### config.mk
export PLATFORM = sky130hd
export DESIGN_NAME = seq_det_ctrl_flat
export DESIGN_NICKNAME = d
export VERILOG_FILES = /design/src/rtl/seq_det_pkg.sv /design/src/rtl/seq_det_if.sv /design/src/rtl/seq_det_ctrl_pattern_det.sv /design/src/rtl/seq_det_ctrl.sv /design/src/flat_wrapper.sv
export SDC_FILE = /design/constraint.sdc
export NUM_CORES = 1
export LEC_CHECK = 0
export CORE_MARGIN = 5
export CORE_UTILIZATION = 25
export DETAILED_ROUTE_END_ITERATION = 7
export GPL_TIMING_DRIVEN = 0
export PLACE_DENSITY = 0.5
export SYNTH_ARGS = -nofsm -noshare
export SYNTH_HDL_FRONTEND = slang
export SYNTH_SLANG_ARGS = --single-unit
### constraint.sdc
create_clock -name clk -period 1.8 [get_ports clk]
set_input_delay 0.27 -clock clk [delete_from_list [all_inputs] [get_ports clk]]
set_output_delay 0.27 -clock clk [all_outputs]
set_load 0.05 [all_outputs]
### src/rtl/seq_det_pkg.sv
// Shared types and reset constants for the sequence-detector controller.
//   state_e            : controller FSM state (IDLE, SHIFT)
//   SEQDET_RST_PAT     : pattern loaded at reset (zero-extended to PAT_W)
//   SEQDET_RST_THRESH  : match threshold loaded at reset
package seq_det_pkg;

  typedef enum logic {
    IDLE  = 1'b0,
    SHIFT = 1'b1
  } state_e;

  localparam logic [3:0]  SEQDET_RST_PAT    = 4'b1010;
  localparam int unsigned SEQDET_RST_THRESH = 1;

endpackage

### src/rtl/seq_det_if.sv
// Word-stream valid/ready handshake feeding the controller.
//   in_valid : producer has a word
//   in_ready : controller accepts a word this cycle
//   in_data  : DATA_W-bit word, serialized MSB-first
interface seq_det_if #(
  parameter int unsigned DATA_W = 8
) ();

  logic              in_valid;
  logic              in_ready;
  logic [DATA_W-1:0] in_data;

  modport master (output in_valid, output in_data, input in_ready);
  modport slave  (input in_valid, input in_data, output in_ready);

endinterface

### src/rtl/seq_det_ctrl_pattern_det.sv
// Bit-serial Moore pattern detector with a PAT_W-bit history and fill count.
//   clk, rst : clock, synchronous active-high reset
//   clr      : clears history, fill and match
//   en       : shift bit_in into history this cycle
//   bit_in   : serial data bit
//   pattern  : pattern to detect, first-received bit is MSB
//   match    : registered one-cycle detect pulse
// Build option: SEQDET_OVERLAP_EN keeps fill after a match (overlapping
// detection); otherwise fill restarts so the next match needs PAT_W new bits.
module pattern_det #(
  parameter int unsigned PAT_W = 4
) (
  input  logic             clk,
  input  logic             rst,
  input  logic             clr,
  input  logic             en,
  input  logic             bit_in,
  input  logic [PAT_W-1:0] pattern,
  output logic             match
);

  localparam int unsigned FILL_W = $clog2(PAT_W + 1);

  logic [PAT_W-1:0]  hist_q, hist_d, hist_sh;
  logic [FILL_W-1:0] fill_q, fill_d;
  logic              match_q, match_d;

  // Next history/fill and compare against the updated history.
  always_comb begin
    hist_d  = hist_q;
    fill_d  = fill_q;
    match_d = 1'b0;
    hist_sh = {hist_q[PAT_W-2:0], bit_in};
    if (clr) begin
      hist_d = '0;
      fill_d = '0;
    end else if (en) begin
      hist_d = hist_sh;
      if (fill_q != FILL_W'(PAT_W)) fill_d = fill_q + FILL_W'(1);
      match_d = (hist_sh == pattern) && (fill_d == FILL_W'(PAT_W));
`ifdef SEQDET_OVERLAP_EN
      // Fill stays saturated: bits of this match may start the next one.
`else
      if (match_d) fill_d = '0;
`endif
    end
  end

  always_ff @(posedge clk) begin
    if (rst) begin
      hist_q  <= '0;
      fill_q  <= '0;
      match_q <= 1'b0;
    end else begin
      hist_q  <= hist_d;
      fill_q  <= fill_d;
      match_q <= match_d;
    end
  end

  assign match = match_q;

endmodule

### src/rtl/seq_det_ctrl.sv
// Serializes handshaked words MSB-first into pattern_det, counts detections
// and raises a sticky interrupt at a programmable match count.
//   clk, rst   : clock, synchronous active-high reset
//   in_if      : word stream (slave side of seq_det_if)
//   cfg_we     : load cfg_pat/cfg_thresh, honored only while not busy
//   cfg_pat    : detection pattern
//   cfg_thresh : match count that sets irq (0 disables irq)
//   busy       : a word is being serialized
//   match      : registered detect pulse
//   match_cnt  : saturating detection count since reset/config
//   irq        : sticky threshold interrupt
//   irq_clr    : clears irq (a simultaneous set wins)
// Build option: SEQDET_OVERLAP_EN selects overlapping detection in pattern_det.
module seq_det_ctrl #(
  parameter int unsigned DATA_W = 8,
  parameter int unsigned PAT_W  = 4,
  parameter int unsigned CNT_W  = 8
) (
  input  logic             clk,
  input  logic             rst,
  seq_det_if.slave         in_if,
  input  logic             cfg_we,
  input  logic [PAT_W-1:0] cfg_pat,
  input  logic [CNT_W-1:0] cfg_thresh,
  output logic             busy,
  output logic             match,
  output logic [CNT_W-1:0] match_cnt,
  output logic             irq,
  input  logic             irq_clr
);

  import seq_det_pkg::*;

  localparam int unsigned     IDX_W   = $clog2(DATA_W);
  localparam logic [CNT_W-1:0] CNT_MAX = '1;

  state_e            state_q, state_d;
  logic [DATA_W-1:0] sr_q, sr_d;
  logic [IDX_W-1:0]  idx_q, idx_d;
  logic              rdy_q, rdy_d;
  logic              busy_q, busy_d;
  logic [PAT_W-1:0]  pat_q, pat_d;
  logic [CNT_W-1:0]  thr_q, thr_d;
  logic [CNT_W-1:0]  cnt_q, cnt_d;
  logic              irq_q, irq_d;
  logic              accept_c, cfg_ok_c, det_en_c, det_bit_c, det_match, inc_c;

  // FSM next state, serializer, config, counter and irq.
  always_comb begin
    state_d   = state_q;
    sr_d      = sr_q;
    idx_d     = idx_q;
    pat_d     = pat_q;
    thr_d     = thr_q;
    cnt_d     = cnt_q;
    irq_d     = irq_q;
    accept_c  = in_if.in_valid & rdy_q;
    cfg_ok_c  = cfg_we & ~busy_q;
    det_en_c  = (state_q == SHIFT);
    det_bit_c = sr_q[DATA_W-1];
    inc_c     = det_match && (cnt_q != CNT_MAX);

    case (state_q)
      IDLE: begin
        if (accept_c) begin
          sr_d    = in_if.in_data;
          idx_d   = IDX_W'(DATA_W - 1);
          state_d = SHIFT;
        end
      end
      SHIFT: begin
        sr_d  = {sr_q[DATA_W-2:0], 1'b0};
        idx_d = idx_q - IDX_W'(1);
        if (idx_q == '0) begin
          // Last bit: reload without a bubble if a word is waiting.
          if (accept_c) begin
            sr_d  = in_if.in_data;
            idx_d = IDX_W'(DATA_W - 1);
          end else begin
            state_d = IDLE;
          end
        end
      end
      default: state_d = IDLE;
    endcase

    // Ready is registered, so derive it from the next state.
    rdy_d  = (state_d == IDLE) || (idx_d == '0);
    busy_d = (state_d == SHIFT);

    if (cfg_ok_c) begin
      pat_d = cfg_pat;
      thr_d = cfg_thresh;
      cnt_d = '0;
      irq_d = 1'b0;
    end else begin
      if (irq_clr) irq_d = 1'b0;
      if (inc_c) begin
        cnt_d = cnt_q + CNT_W'(1);
        if ((thr_q != '0) && (cnt_d == thr_q)) irq_d = 1'b1;
      end
    end
  end

  always_ff @(posedge clk) begin
    if (rst) begin
      state_q <= IDLE;
      sr_q    <= '0;
      idx_q   <= '0;
      rdy_q   <= 1'b1;
      busy_q  <= 1'b0;
      pat_q   <= PAT_W'(SEQDET_RST_PAT);
      thr_q   <= CNT_W'(SEQDET_RST_THRESH);
      cnt_q   <= '0;
      irq_q   <= 1'b0;
    end else begin
      state_q <= state_d;
      sr_q    <= sr_d;
      idx_q   <= idx_d;
      rdy_q   <= rdy_d;
      busy_q  <= busy_d;
      pat_q   <= pat_d;
      thr_q   <= thr_d;
      cnt_q   <= cnt_d;
      irq_q   <= irq_d;
    end
  end

  pattern_det #(.PAT_W(PAT_W)) u_det (
    .clk     (clk),
    .rst     (rst),
    .clr     (cfg_ok_c),
    .en      (det_en_c),
    .bit_in  (det_bit_c),
    .pattern (pat_q),
    .match   (det_match)
  );

  assign in_if.in_ready = rdy_q;
  assign busy           = busy_q;
  assign match          = det_match;
  assign match_cnt      = cnt_q;
  assign irq            = irq_q;

endmodule

### src/flat_wrapper.sv
// flat-port wrapper written by rule: the top's interface ports become plain ports
module seq_det_ctrl_flat import seq_det_pkg::*;
#(
  parameter int unsigned DATA_W = 8,
  parameter int unsigned PAT_W  = 4,
  parameter int unsigned CNT_W  = 8
)
  (clk, rst, cfg_we, cfg_pat, cfg_thresh, busy, match, match_cnt, irq, irq_clr, in_if_in_valid, in_if_in_data, in_if_in_ready);
  seq_det_if #(.DATA_W(DATA_W)) in_if_i ();
  input  logic clk;
  input  logic rst;
  input  logic cfg_we;
  input  logic [PAT_W-1:0] cfg_pat;
  input  logic [CNT_W-1:0] cfg_thresh;
  output logic busy;
  output logic match;
  output logic [CNT_W-1:0] match_cnt;
  output logic irq;
  input  logic irq_clr;
  input wire logic [$bits(in_if_i.in_valid)-1:0] in_if_in_valid;
  input wire logic [$bits(in_if_i.in_data)-1:0] in_if_in_data;
  output wire logic [$bits(in_if_i.in_ready)-1:0] in_if_in_ready;
  assign in_if_i.in_valid = in_if_in_valid;
  assign in_if_i.in_data = in_if_in_data;
  assign in_if_in_ready = in_if_i.in_ready;
  seq_det_ctrl #(.DATA_W(DATA_W), .PAT_W(PAT_W), .CNT_W(CNT_W)) u_core (.clk(clk), .rst(rst), .in_if(in_if_i), .cfg_we(cfg_we), .cfg_pat(cfg_pat), .cfg_thresh(cfg_thresh), .busy(busy), .match(match), .match_cnt(match_cnt), .irq(irq), .irq_clr(irq_clr));
endmodule
==> impl_metrics.py <==
metrics = {
    "clock_tree": {
        "path_clk_slew_ns": 0.08,
        "clk_latency_ns": 0.29,
        "ctsHoldBuffers": 0,
        "cts-root-buf": "clkbuf_8",
        "htreeDepth": 2,
        "cts_buffers": 5,
        "clock-sinks": 41,
        "cts_tree": "built",
        "clockBufferDepth": 2,
    },
    "floorplan": {
        "die_y_microns": 101,
        "num_rows": 33,
        "die_w_microns": 101,
        "ios": 37,
        "dieArea_sq_um": 10100,
        "start_util": 0.254,
        "core-area_sq_um": 8090,
    },
    "worst_setup_path": {
        "reg2reg_from": "u_core.match_cnt[0]",
        "critPathCapture": "in_if_in_ready",
        "worstPathMaxFanout": 3,
        "r2r_cells": 6,
        "cp.depth": 1,
        "rrSetupSlack_ns": 0.10,
        "endpoint_kind": "primary output",
        "crit_type": "reg -> out",
        "cp-start-kind": "flip-flop",
        "max_stage_delay_ns": 0.82,
        "arrival_ns": 1.47,
        "crit_slowest_cell": "clkdlybuf4s50_1",
        "path_buf_inv": 1,
        "cp_cell_sequence": "clkdlybuf4s50_1",
        "timing.rr.end": "u_core.irq",
        "cp_top_family": "buffers and inverters",
        "required_ns": 1.53,
        "startpoint": "u_core.in_if.in_ready",
    },
    "cells_and_area": {
        "layout-drive-gt1-share": 0.0949,
        "antenna_cells": 0,
        "fin_cells": 400,
        "fill_cells": 895,
        "nNetsFinal": 324,
        "area_growth_pct": 30.7,
        "fin_util": 0.332,
    },
    "synth": {
        "synth_seq_cells": 41,
        "async_reset_ff_frac": 0,
        "postSynthCellCount": 249,
        "synth_nets": 279,
        "synth_cell_types": 41,
        "ys_seq_area_frac": 0.400,
        "netlist_area_sq_um": 2050,
        "synth-main-ff-cell": "dfxtp_1",
        "ys.warnings.count": 0,
        "avgSynthCellArea_sq_um": 8.25,
        "synth_edf_count": 0,
    },
    "power": {
        "p_leak_nw": 1.02,
        "seqPwrFrac": 0.501,
        "intPower_mw": 1.45,
        "pwr-share-clk": 0.315,
        "power_density_nw_per_um2": 754,
        "switchingPower_mw": 0.579,
        "ir_worst_vdd_v": 0.000305,
        "combPwrFrac": 0.184,
        "switching_share": 0.286,
    },
    "hold_path": {
        "hp-class": "in -> reg",
        "min_from": "rst",
    },
    "place": {
        "portBuffers": 35,
        "dpl.hpwl_microns": 3750,
        "finalWeightedCongestion": 0.805,
        "dp_cells": 389,
    },
    "grt": {
        "gr-total-overflow": 0,
        "grt_max_degree": 14,
        "grt_pass1_vias": 1782,
        "grt_use_total": 0.100,
        "antenna_found_initial": 0,
        "grt_pass1_wl_microns": 8240,
    },
    "timing": {
        "max_freq_ghz": 0.576,
        "max_slew_margin": 0.632,
        "setup_viol": 0,
        "tightest_slew_ns": 0.552,
        "rsz0062_at_grt": "yes",
        "min_period_ns": 1.74,
        "min_period_over_period": 0.965,
        "hold_viol": 0,
        "fin_hold_ws_ns": 0.370,
        "slew_violations": 0,
        "skew_ns": 0.00728,
    },
    "routing": {
        "routedWlPerCell_microns": 12.3,
        "drc_errors": 0,
        "dr_total_vias": 1811,
        "drtIter0Drc": 45,
        "dr.pass1.iters": 5,
        "antenna_left": 0,
        "drt-total-wl_microns": 4900,
        "viasPerCell": 4.53,
    },
    "job": {
        "cap_violations": 0,
    },
    "run_status": {
        "status": "finished clean",
    },
}
## synth_stat cells, types with 2 or more instances
library cell,instances,area (sq um)
nand3b_1,4,30.0
nor3_1,2,10.0
nor2b_1,2,12.5
dfxtp_1,41,821
nand2_1,49,184
a22oi_1,2,15.0
ha_1,5,62.6
a311oi_1,9,78.8
nand2b_1,6,37.5
mux2i_1,7,70.1
nor4_1,5,31.3
nor2_1,28,105
xor2_1,8,70.1
and3_4,2,22.5
nor3b_1,2,15.0
a21oi_1,18,90.1
nand4_1,3,18.8
buf_2,3,15.0
inv_1,5,18.8
xnor2_1,13,114
and2_1,3,18.8
buf_6,2,22.5
nand3_1,5,25.0
clkbuf_1,8,30.0
## final cells by class
type | count | area (sq um) | area share
clock inverter | 1 | 7.51 | 0.00280
sequential | 41 | 830 | 0.309
inverter | 6 | 22.5 | 0.00839
clock buffer | 7 | 86.3 | 0.0322
multi-input combinational | 188 | 1170 | 0.436
tap | 105 | 131 | 0.0489
buffer | 14 | 72.6 | 0.0270
timing repair buffer | 38 | 365 | 0.136
## metrics by stage
step,power [mW],setup WS [ns],setup TNS (ns),instance area [sq um]
after floorplan,1.28,0.00306,0,2060
after global placement,1.41,-0.280,-2.31,2540
after detailed placement,1.41,-0.267,-2.50,2540
after CTS,2.06,-0.0631,-0.0631,2640
after global routing,2.14,-0.0382,-0.0382,2690
final,2.03,0.0628,0,2690
## sequential cells by signal, indices dropped and copies added (netlist names)
signal	cells
u_core.irq	1
u_core.match_cnt	8
u_core.u_det.hist_q	3
u_core.idx_q	3
u_core.sr_q	8
u_core.thr_q	8
u_core.det_en_c	1
u_core.in_if.in_ready	1
u_core.pat_q	4
u_core.u_det.fill_q	3
u_core.u_det.match	1
## repair_timing
| action | in CTS | in global routing |
|---|---|---|
| gates resized for setup | 8 | 6 |
| endpoints found under the hold margin | 0 | 0 |
| setup endpoints to repair | 8 | 7 |
| setup buffers | 0 | 3 |
| pin swaps | 0 | 3 |
| cloned | 0 | 0 |
## power by group through the flow
| stage | clock [mW] | combinational [mW] | sequential [mW] |
|---|---|---|---|
| after detailed placement | 0 | 0.371 | 1.04 |
| final | 0.638 | 0.372 | 1.01 |
| after CTS | 0.667 | 0.374 | 1.02 |
| after floorplan | 0 | 0.234 | 1.04 |
| after global routing | 0.699 | 0.418 | 1.02 |
| after global placement | 0 | 0.370 | 1.04 |
## routing by layer
layer / part of all wire / track usage / wire length (microns)
met1: 0.50 / 0.130 / 2440
met2: 0.46 / 0.162 / 2250
met3: 0.037 / 0.0311 / 181
met4: 0.0073 / 0.0249 / 36
met5: 0 / 0 / 0
## worst min path at each step
stage / endpoint / slack (ns) / cells after the start
final: u_core.idx_q[2] / 0.37 / 2
after global routing: u_core.idx_q[2] / 0.41 / 2
after floorplan: u_core.pat_q[1] / 0.39 / 2
after global placement: u_core.pat_q[0] / 0.46 / 2
after CTS: u_core.idx_q[2] / 0.36 / 2
after detailed placement: u_core.pat_q[0] / 0.46 / 2
## cell usage in the layout (no fill, tap or decap), types with 2 or more instances in the layout
master           count
a21oi_1             18
a22oi_1              2
a311oi_1             9
and2_1               3
and3_4               2
buf_2                3
buf_4                3
buf_6                2
clkbuf_1             8
clkbuf_8             6
clkdlybuf4s50_1     29
dfxtp_1             38
dfxtp_4              2
dlygate4sd2_1        6
ha_1                 4
inv_1                5
mux2i_1              7
nand2_1             49
nand2b_1             6
nand3_1              5
nand3b_1             4
nand4_1              3
nor2_1              28
nor2b_1              2
nor3_1               2
nor3b_1              2
nor4_1               3
nor4_2               2
xnor2_1             13
xor2_1               8
## logic make-up after synthesis
family / Yosys count / synth area share
adder cells (fa/ha/maj): 5 / 0.0305
flip-flops: 41 / 0.400
AND/OR/NAND/NOR: 113 / 0.256
multiplexers: 8 / 0.0396
buffers and inverters: 20 / 0.0457
AO/OA/AOI/OAI: 41 / 0.139
XOR/XNOR: 21 / 0.0895
(Power assumes the default switching activity.)
